`config.mk`:
```
export PLATFORM = sky130hd
export DESIGN_NAME = iq_sample_pacer_flat
export DESIGN_NICKNAME = d
export VERILOG_FILES = /design/src/rtl/iq_sample_pacer_if.sv /design/src/rtl/iq_sample_pacer.sv /design/src/flat_wrapper.sv
export SDC_FILE = /design/constraint.sdc
export NUM_CORES = 1
export LEC_CHECK = 0
export CAP_MARGIN = 30
export CORE_MARGIN = 3
export CORE_UTILIZATION = 53
export CTS_BUF_LIST = sky130_fd_sc_hd__clkbuf_4 sky130_fd_sc_hd__clkbuf_8
export CTS_CLUSTER_SIZE = 28
export DETAILED_ROUTE_END_ITERATION = 10
export GPL_TIMING_DRIVEN = 0
export PLACE_DENSITY = 0.81
export SETUP_SLACK_MARGIN = 0.4
export SYNTH_ARGS = -nofsm -noshare
export SYNTH_HDL_FRONTEND = slang
export SYNTH_SLANG_ARGS = --single-unit
export TNS_END_PERCENT = 5
```
`constraint.sdc`:
```
create_clock -name clk -period 4.4 [get_ports clk]
set_clock_uncertainty 0.15 [all_clocks]
set_input_delay 0.66 -clock clk [delete_from_list [all_inputs] [get_ports clk]]
set_output_delay 0.66 -clock clk [all_outputs]
set_load 0.005 [all_outputs]
```
`src/rtl/iq_sample_pacer_if.sv`:
```
// FIFO read port between the transmit FIFO and the IQ sample pacer.
// The master is the pacer, which pops bytes. The slave is the FIFO.
interface iq_sample_pacer_if;
    logic       fifo_empty;
    logic [7:0] fifo_data_out;
    logic       fifo_rd;

    modport master (input fifo_empty, input fifo_data_out, output fifo_rd);
    modport slave  (output fifo_empty, output fifo_data_out, input fifo_rd);
endinterface

```
`src/rtl/iq_sample_pacer.sv`:
```
// Pulls I/Q byte pairs from the transmit FIFO into a staging buffer.
// Each pair is released to the modulator on a programmable sample tick, and missed ticks are flagged.
module iq_sample_pacer #(
    parameter int DIV_W  = 16,
    parameter int UCNT_W = 8
) (
    input  logic                clk,
    input  logic                rst,
    input  logic                enable,
    input  logic [DIV_W-1:0]    rate_div,
    iq_sample_pacer_if.master   fifo,
    output logic [7:0]          sample_i,
    output logic [7:0]          sample_q,
    output logic                sample_stb,
    output logic                underrun,
    output logic [UCNT_W-1:0]   underrun_count
);
    typedef enum logic [2:0] {FETCH_I, CAP_I, FETCH_Q, CAP_Q, FULL} state_t;

    state_t            state_q, state_d;
    logic [DIV_W-1:0]  cnt_q, cnt_d;
    logic              primed_q, primed_d;
    logic [7:0]        stage_i_q, stage_i_d, stage_q_q, stage_q_d;
    logic [7:0]        sample_i_q, sample_i_d, sample_q_q, sample_q_d;
    logic              sample_stb_q, sample_stb_d, underrun_q, underrun_d;
    logic [UCNT_W-1:0] ucnt_q, ucnt_d;
    logic              tick;
    logic              fetch_req;

    assign tick      = enable && (cnt_q == '0);
    assign fetch_req = !fifo.fifo_empty && (state_q == FETCH_I || state_q == FETCH_Q);
    // Reset is asynchronous, so the read strobe must also be held off while reset is held.
    assign fifo.fifo_rd = rst && fetch_req;

    always_comb begin
        state_d      = state_q;
        cnt_d        = cnt_q;
        primed_d     = primed_q;
        stage_i_d    = stage_i_q;
        stage_q_d    = stage_q_q;
        sample_i_d   = sample_i_q;
        sample_q_d   = sample_q_q;
        sample_stb_d = 1'b0;
        underrun_d   = 1'b0;
        ucnt_d       = ucnt_q;

        // The fetch side runs even while disabled, so one pair can be prefetched.
        case (state_q)
            FETCH_I: if (fetch_req) state_d = CAP_I;
            CAP_I: begin
                stage_i_d = fifo.fifo_data_out;
                state_d   = FETCH_Q;
            end
            FETCH_Q: if (fetch_req) state_d = CAP_Q;
            CAP_Q: begin
                stage_q_d = fifo.fifo_data_out;
                state_d   = FULL;
            end
            FULL: if (tick) state_d = FETCH_I;
            default: state_d = FETCH_I;
        endcase

        if (!enable || tick) cnt_d = rate_div;
        else                 cnt_d = cnt_q - DIV_W'(1);

        if (!enable) begin
            sample_i_d = 8'h00;
            sample_q_d = 8'h00;
            primed_d   = 1'b0;
        end else if (tick) begin
            if (state_q == FULL) begin
                sample_i_d   = stage_i_q;
                sample_q_d   = stage_q_q;
                sample_stb_d = 1'b1;
                primed_d     = 1'b1;
            end else begin
                // The baseband is silenced on a starved tick. Only a primed stream counts it as an underrun.
                sample_i_d = 8'h00;
                sample_q_d = 8'h00;
                if (primed_q) begin
                    underrun_d = 1'b1;
                    if (ucnt_q != '1) ucnt_d = ucnt_q + UCNT_W'(1);
                end
            end
        end
    end

    always_ff @(posedge clk or negedge rst) begin
        if (!rst) begin
            state_q      <= FETCH_I;
            cnt_q        <= '0;
            primed_q     <= 1'b0;
            stage_i_q    <= 8'h00;
            stage_q_q    <= 8'h00;
            sample_i_q   <= 8'h00;
            sample_q_q   <= 8'h00;
            sample_stb_q <= 1'b0;
            underrun_q   <= 1'b0;
            ucnt_q       <= '0;
        end else begin
            state_q      <= state_d;
            cnt_q        <= cnt_d;
            primed_q     <= primed_d;
            stage_i_q    <= stage_i_d;
            stage_q_q    <= stage_q_d;
            sample_i_q   <= sample_i_d;
            sample_q_q   <= sample_q_d;
            sample_stb_q <= sample_stb_d;
            underrun_q   <= underrun_d;
            ucnt_q       <= ucnt_d;
        end
    end

    assign sample_i       = sample_i_q;
    assign sample_q       = sample_q_q;
    assign sample_stb     = sample_stb_q;
    assign underrun       = underrun_q;
    assign underrun_count = ucnt_q;
endmodule

```
`src/flat_wrapper.sv`:
```
// flat-port wrapper written by rule: the top's interface ports become plain ports
module iq_sample_pacer_flat 
#(
    parameter int DIV_W  = 16,
    parameter int UCNT_W = 8
)
  (clk, rst, enable, rate_div, sample_i, sample_q, sample_stb, underrun, underrun_count, fifo_fifo_empty, fifo_fifo_data_out, fifo_fifo_rd);
  iq_sample_pacer_if fifo_i ();
  input  logic clk;
  input  logic rst;
  input  logic enable;
  input  logic [DIV_W-1:0] rate_div;
  output logic [7:0] sample_i;
  output logic [7:0] sample_q;
  output logic sample_stb;
  output logic underrun;
  output logic [UCNT_W-1:0] underrun_count;
  input wire logic [$bits(fifo_i.fifo_empty)-1:0] fifo_fifo_empty;
  input wire logic [$bits(fifo_i.fifo_data_out)-1:0] fifo_fifo_data_out;
  output wire logic [$bits(fifo_i.fifo_rd)-1:0] fifo_fifo_rd;
  assign fifo_i.fifo_empty = fifo_fifo_empty;
  assign fifo_i.fifo_data_out = fifo_fifo_data_out;
  assign fifo_fifo_rd = fifo_i.fifo_rd;
  iq_sample_pacer #(.DIV_W(DIV_W), .UCNT_W(UCNT_W)) u_core (.clk(clk), .rst(rst), .enable(enable), .rate_div(rate_div), .fifo(fifo_i), .sample_i(sample_i), .sample_q(sample_q), .sample_stb(sample_stb), .underrun(underrun), .underrun_count(underrun_count));
endmodule
```
==> key figures, run 1 <==
Place
  • PortBufs: 53
  • Placed cells: 383
  • Dpl hpwl: 4509 um
  • Placer congestion estimate: 0.8097

Critical path
  • CP arrival: 1890 ps
  • Setup crit start kind: input port
  • CP endpoint kind: output pin
  • Worst Path Max Fanout: 2
  • Required time worst endpoint: 3590 ps
  • Critical path class: input port to output pin
  • Reg2Reg Depth: 7

Drt
  • Total number of vias: 2253
  • Drt via density: 5.647
  • DRT iter0 DRCs: 113
  • DR pass1 iterations: 4
  • Antenna Nets Post-Route: 0
  • Detailed Route WL: 6527 um
  • DRC violations left: 0
  • WL/cell: 16.36 um

Logic synthesis
  • XOR/XNOR share of the synthesized area: 6.157%
  • Largest family of logic cells by synthesized area: simple AND/OR/NAND/NOR gates
  • Syn Nets: 290
  • Distinct cells, synth: 34
  • Complex-gate fraction of the synthesized area: 9.411%
  • Syn_area_per_cell: 10.99 um2
  • Yosys reg bits: 62
  • Share of synthesized cell area in full adder, half adder and majority cells: 1.319%
  • Gate Count Post-Synth: 259
  • Netlist Area Pre-Place: 2845 um2
  • Leading area contributor after synthesis: dfrtp_1
  • Post-Synth Simple-Gate Area: 18.29%
  • Synth area leaders: dfrtp_1 (55%), a21oi_1 (7.6%), mux2_2 (6.7%)
  • Multiplexer share of the synthesized area: 7.124%
  • Warnings from Yosys: 0
  • Share of the synthesized area in the top cell type: 54.53%
  • Seq/Total Area, Yosys: 54.53%

Global routing
  • Largest net degree at the start of global routing: 40
  • Vias in the first global route: 2335
  • Gr usage total: 23.05%
  • Grt ovf: 0
  • Antenna violations before repair: 0
  • First-pass GRT wire length: 11140 um

Layout
  • Layout Cells excl Fill: 399
  • N_diodes: 0
  • Synthesis-to-finish area growth: 30.08%
  • Final core utilization: 72.01%
  • Most frequent cells in the layout: dfrtp_1 (62), clkdlybuf4s50_1 (52), a21oi_1 (43), nand2_1 (24), nand3_1 (23)
  • Commonest non-fill, non-tap cell in the layout: dfrtp_1
  • Share of cells above drive strength 1: 14.89%
  • # nets final: 355

STA
  • Worst-margin pin slew: 756.9 ps
  • RSZ-0062 raised after global routing: false
  • Min Hold Slack: 154.7 ps
  • Tcrit/Tclk final: 61.33%
  • Max_slew headroom: 49.32%
  • Final Setup Violations: 0
  • Max Clk Rate: 370.6 MHz
  • Min Clock Period, post-route: 2698 ps
  • Slew Viols, Final: 0
  • Fin. Hold Viols: 0

Clock network
  • Post-CTS Setup Inserts: 0
  • Cts hold-fix bufs: 0
  • TritonCTS clock tree: done
  • Clock Sinks: 62
  • CTS Root Cell: clkbuf_8
  • Clock latency on the worst-skew pair: 340 ps
  • Clock transition at path regs: 70 ps
  • CTS buffer count: 9
  • H-tree levels: 3
  • Clk buf depth: 2
  • Post-cts gate resize count: 0

Floorplan
  • IO Count: 55
  • Die Area: 6284 um2
  • Die Wd: 79.27 um
  • DIE HEIGHT: 79.27 um
  • Row Count: 26
  • Core Area: 5140 um2
  • Starting Density: 55.36%

Status
  • Status: finished, final reports clean

Pwr
  • Final Power: 0.001580 W
  • Pleak: 1.511 nW
  • PD cells: 426.8 nW/um2
  • Worst VDD drop: 294.3 uV

Job
  • Max_cap viols: 0

Hold path
  • HP Class: input port to asynchronous set/reset pin
[worst paths after layout]
path | startpoint | to | slack, ps
setup / recovery | fifo_fifo_empty | fifo_fifo_rd | 1700
hold / removal | rst | u_core.underrun_count[5]$_DFFE_PN0P_ | 150
setup reg to reg | u_core.cnt_q[0]$_DFF_PN0_ | u_core.cnt_q[6]$_DFF_PN0_ | 2130
hold reg to reg | u_core.underrun_count[6]$_DFFE_PN0P_ | u_core.underrun_count[6]$_DFFE_PN0P_ | 350
max in group asynchronous | rst | u_core.sample_i[7]$_DFFE_PN0P_ | 3340
min in group clk | u_core.underrun_count[6]$_DFFE_PN0P_ | u_core.underrun_count[6]$_DFFE_PN0P_ | 350
[cell usage after synthesis]
library cell and instances:
nand4b_1 2, nor3_1 6, inv_1 4, mux2_2 17, or3b_1 1, xnor2_1 3, nor2_1 9, mux2_1 1
or4_1 1, buf_4 3, buf_6 1, nand2_1 24, and2_1 1, o31ai_1 2, o2111ai_2 1, o21ai_0 1
ha_1 3, nor4_2 2, nor4_1 2, a31oi_1 2, o21ai_1 1, nand4_2 1, nand3b_1 4, nor3b_2 2
and4_1 1, xor2_1 17, a21oi_1 43, nand3_1 23, dfrtp_1 62, nand2_2 1, nor3b_1 2, nor4_4 3
clkbuf_1 11, nand4_1 2
[metrics by stage]
step | setup TNS (ps) | worst slack [ps] | area (um2)
after CTS | 0 | 1678 | 3701
after floorplan | 0 | 2451 | 2845
final | 0 | 1702 | 3701
after detailed placement | 0 | 1683 | 3478
after global routing | 0 | 1609 | 3701
after global placement | -425.7 | -425.7 | 3463
[state kept, by name, summed over array words and instances (netlist names)]
name	flops
u_core.cnt_q	16
u_core.primed_q	1
u_core.sample_i	8
u_core.sample_q	8
u_core.sample_stb	1
u_core.stage_i_q	8
u_core.stage_q_q	8
u_core.state_q	3
u_core.underrun	1
u_core.underrun_count	8
[layer usage]
layer	routed length (um)	part of all wire, %	vias up	track usage, %
met5	0	0	-	0
met4	147	2.3	0	12.37
met3	362	5.5	16	4.762
met2	3181	49	74	36.78
met1	2835	43	1116	29.43
li1	-	-	1047	-
[where the power goes]
part | switching, W | internal (W) | leakage (nW)
sequential | 0.0000734 | 0.000673 | 0.783
combinational | 0.000122 | 0.000146 | 0.620
clock | 0.000233 | 0.000332 | 0.108
total | 0.000428 | 0.00115 | 1.51
[area by class of cell]
class / count / area [um2]
Fill cell: 408 / 1439
Clock inverter: 6 / 85.08
Timing Repair Buffer: 54 / 545.5
Sequential cell: 62 / 1551
Tap cell: 70 / 87.58
Buffer: 15 / 75.07
Inverter: 4 / 15.01
Clock buffer: 10 / 137.6
Multi-Input combinational cell: 178 / 1204
[logic make-up after synthesis]
| logic type | after synthesis |
|---|---|
| AOI/OAI and AO/OA | 50 |
| xor gates and xnor gates | 20 |
| adders and majority gates | 3 |
| buffers and inverters | 19 |
| DFF | 62 |
| muxes | 18 |
| and+or+nand+nor | 87 |
[critical path, cell delays in order]
cell and delay, ps:
clkdlybuf4s50_1 400, nor3_1 170, and2_1 160, clkdlybuf4s50_1 500
(Power assumes the default switching activity.)
==> run 2, diff against run 1 <==
CORE_UTILIZATION = 48   (was 53)
PLACE_DENSITY = 0.78   (was 0.81)
clock period = 2.24 ns   (was 4.4 ns; I/O delays follow)
==> run 2 against run 1 <==
Worst hold slack improved by 190 ps. Worst setup slack got worse by 1500 ps. Clock power increased by 72%. Sequential power increased by 97%. Wire length increased by 19%.
==> key figures, run 2 (synthesized netlist as in run 1, its figures left out) <==
Clock network
  • Clock Sinks: 62 (unchanged)
  • Clock latency on the worst-skew pair: 340 ps (about the same)
  • TritonCTS clock tree: done
  • Clock transition at path regs: 70 ps (about the same)
  • CTS Root Cell: clkbuf_8
  • Clk buf depth: 2 (unchanged)
  • H-tree levels: 3 (unchanged)
  • CTS buffer count: 9 (unchanged)

Hold path
  • Worst hold path depth: 1
  • Hold endpoint: u_core.underrun_count[6]$_DFFE_PN0P_
  • HP Class: flip-flop to flip-flop
  • HP Start: u_core.underrun_count[6]$_DFFE_PN0P_

Critical path
  • Worst Path Max Fanout: 8 (+6)
  • Reg2reg start: u_core.cnt_q[2]$_DFF_PN0_
  • Worst r2r dst: u_core.cnt_q[7]$_DFF_PN0_
  • Required time worst endpoint: 2300 ps (-1290 ps)
  • Critical path class: flip-flop to flip-flop
  • CP endpoint kind: flip-flop
  • CP arrival: 2060 ps (+170 ps)
  • Reg2Reg Setup Slack: 240 ps (-1890 ps)
  • Reg2Reg Depth: 7 (unchanged)
  • Setup crit start kind: flip-flop

Drt
  • Antenna Nets Post-Route: 0 (unchanged)
  • DRC violations left: 0 (unchanged)
  • Drt via density: 5.643 (about the same)
  • Detailed Route WL: 7768 um (+19%)
  • DR pass1 iterations: 4 (unchanged)
  • Total number of vias: 2387 (+5.9%)
  • DRT iter0 DRCs: 134 (+19%)
  • WL/cell: 18.36 um (+12%)

Layout
  • Final core utilization: 73.63% (+1.6 points)
  • Most frequent cells in the layout: dfrtp_1 (59), clkdlybuf4s50_1 (51), a21oi_1 (27), nand2_1 (24), nand3_1 (22)
  • Multi-input gate area: 1379 um2 (+15%)
  • # nets final: 377 (+6.2%)
  • Synthesis-to-finish area growth: 45.12%
  • Commonest non-fill, non-tap cell in the layout: dfrtp_1
  • Sequential cell area: 1555 um2 (+0.24%)
  • N_diodes: 0 (unchanged)
  • Max reg flops: 16 (unchanged)
  • Biggest register: u_core.cnt_q
  • Share of cells above drive strength 1: 30.48% (+16 points)
  • Fillers: 392 (-3.9%)

STA
  • Worst-margin pin slew: 800.4 ps (+43.42 ps)
  • Max Clk Rate: 499.9 MHz
  • Slew Viols, Final: 0 (unchanged)
  • Final Setup Violations: 0 (unchanged)
  • RSZ-0062 raised after global routing: true
  • Tcrit/Tclk final: 89.31%
  • Fin. Hold Viols: 0 (unchanged)
  • Min Clock Period, post-route: 2001 ps
  • Max_slew headroom: 46.64% (-2.7 points)

Floorplan
  • Die Area: 6887 um2 (+9.6%)
  • Row Count: 27 (+3.8%)
  • Core Area: 5608 um2 (+9.1%)
  • DIE HEIGHT: 82.99 um (+4.7%)
  • Die Wd: 82.99 um (+4.7%)
  • Starting Density: 50.74% (-4.6 points)
  • IO Count: 55 (unchanged)

Place
  • Dpl hpwl: 4472 um (-0.83%)
  • PortBufs: 53 (unchanged)
  • Placer congestion estimate: 0.8352 (+3.1%)

Global routing
  • First-pass GRT wire length: 11960 um (+7.3%)
  • Grt ovf: 0 (unchanged)
  • Vias in the first global route: 2394 (+2.5%)
  • Largest net degree at the start of global routing: 38 (-5.0%)
  • Antenna violations before repair: 0 (unchanged)
  • Gr usage total: 21.67% (-1.4 points)

Pwr
  • Pleak: 1.710 nW (+13%)
  • PD cells: 749.0 nW/um2 (+75%)
  • Final Power: 0.003092 W (+96%)
  • Worst VDD drop: 513.2 uV (+74%)

Job
  • Max_cap viols: 0 (unchanged)

Status
  • Status: finished, final reports clean
==> run 2: metal layers <==
| metal | GRT usage (%) | vias to the layer above | wire (um) |
|---|---|---|---|
| met4 | 6.241 | 0 | 139 |
| met5 | 0 | - | 0 |
| met2 | 34.84 | 82 | 4064 |
| met3 | 7.341 | 11 | 454 |
| met1 | 27.90 | 1197 | 3109 |
| li1 | - | 1097 | - |
==> run 2: worst max-delay path: stages, from the launching register on <==
cell and delay (ps):
dfrtp_2 430, nor4_4 370, buf_4 180, nand4_4 130
buf_8 190, buf_4 150, a21oi_1 200, a31oi_1 70
==> run 2: power by group <==
| part | switching, W | internal (W) | total (W) | leakage [nW] |
|---|---|---|---|---|
| Combinational | 0.000296 | 0.000355 | 0.000651 | 0.829 |
| Clock | 0.000426 | 0.000548 | 0.000974 | 0.101 |
| Sequential | 0.000144 | 0.00132 | 0.00147 | 0.780 |
==> run 2: through the flow <==
stage	hold WS (ps)	setup WS, ps	TNS (ps)	area, um2	cells
floorplan	-109.6	420.1	0	2851	259
global placement	332.7	-1922	-81810	3472	384
detailed placement	228.8	-101.7	-101.7	3487	385
CTS	325.2	330.5	0	3911	414
global route	375.2	173.5	0	4129	423
finish	347.8	239.4	0	4129	423
==> run 2: how the worst max path moves through the flow <==
stage / startpoint / to / slack, ps / cells past startpoint
floorplan: u_core.cnt_q[0]$_DFF_PN0_ / u_core.cnt_q[0]$_DFF_PN0_ / 420 / 6
global placement: rst / fifo_fifo_rd / -1920 / 3
detailed placement: rst / fifo_fifo_rd / -100 / 4
CTS: u_core.cnt_q[4]$_DFF_PN0_ / u_core.sample_q[2]$_DFFE_PN0P_ / 330 / 6
global route: u_core.cnt_q[2]$_DFF_PN0_ / u_core.cnt_q[7]$_DFF_PN0_ / 170 / 7
finish: u_core.cnt_q[2]$_DFF_PN0_ / u_core.cnt_q[7]$_DFF_PN0_ / 240 / 7
==> run 2: cell type report <==
type	instances	area share, %
plain buffers	15	3.333
clock buffers	12	3.545
clock inverters	4	1.152
inverters	4	0.3636
multi-input cells	178	33.39
flip-flops and latches	62	37.67
well taps	72	2.182
repair buffers	76	18.36
==> run 2: repair_timing <==
action	CTS	global route
buffers inserted	8	9
gates resized for setup	25	44
hold buffers	5	0
gates cloned	0	0
pin swaps	8	9
setup endpoints to repair	50	54
hold endpoints to repair	25	0
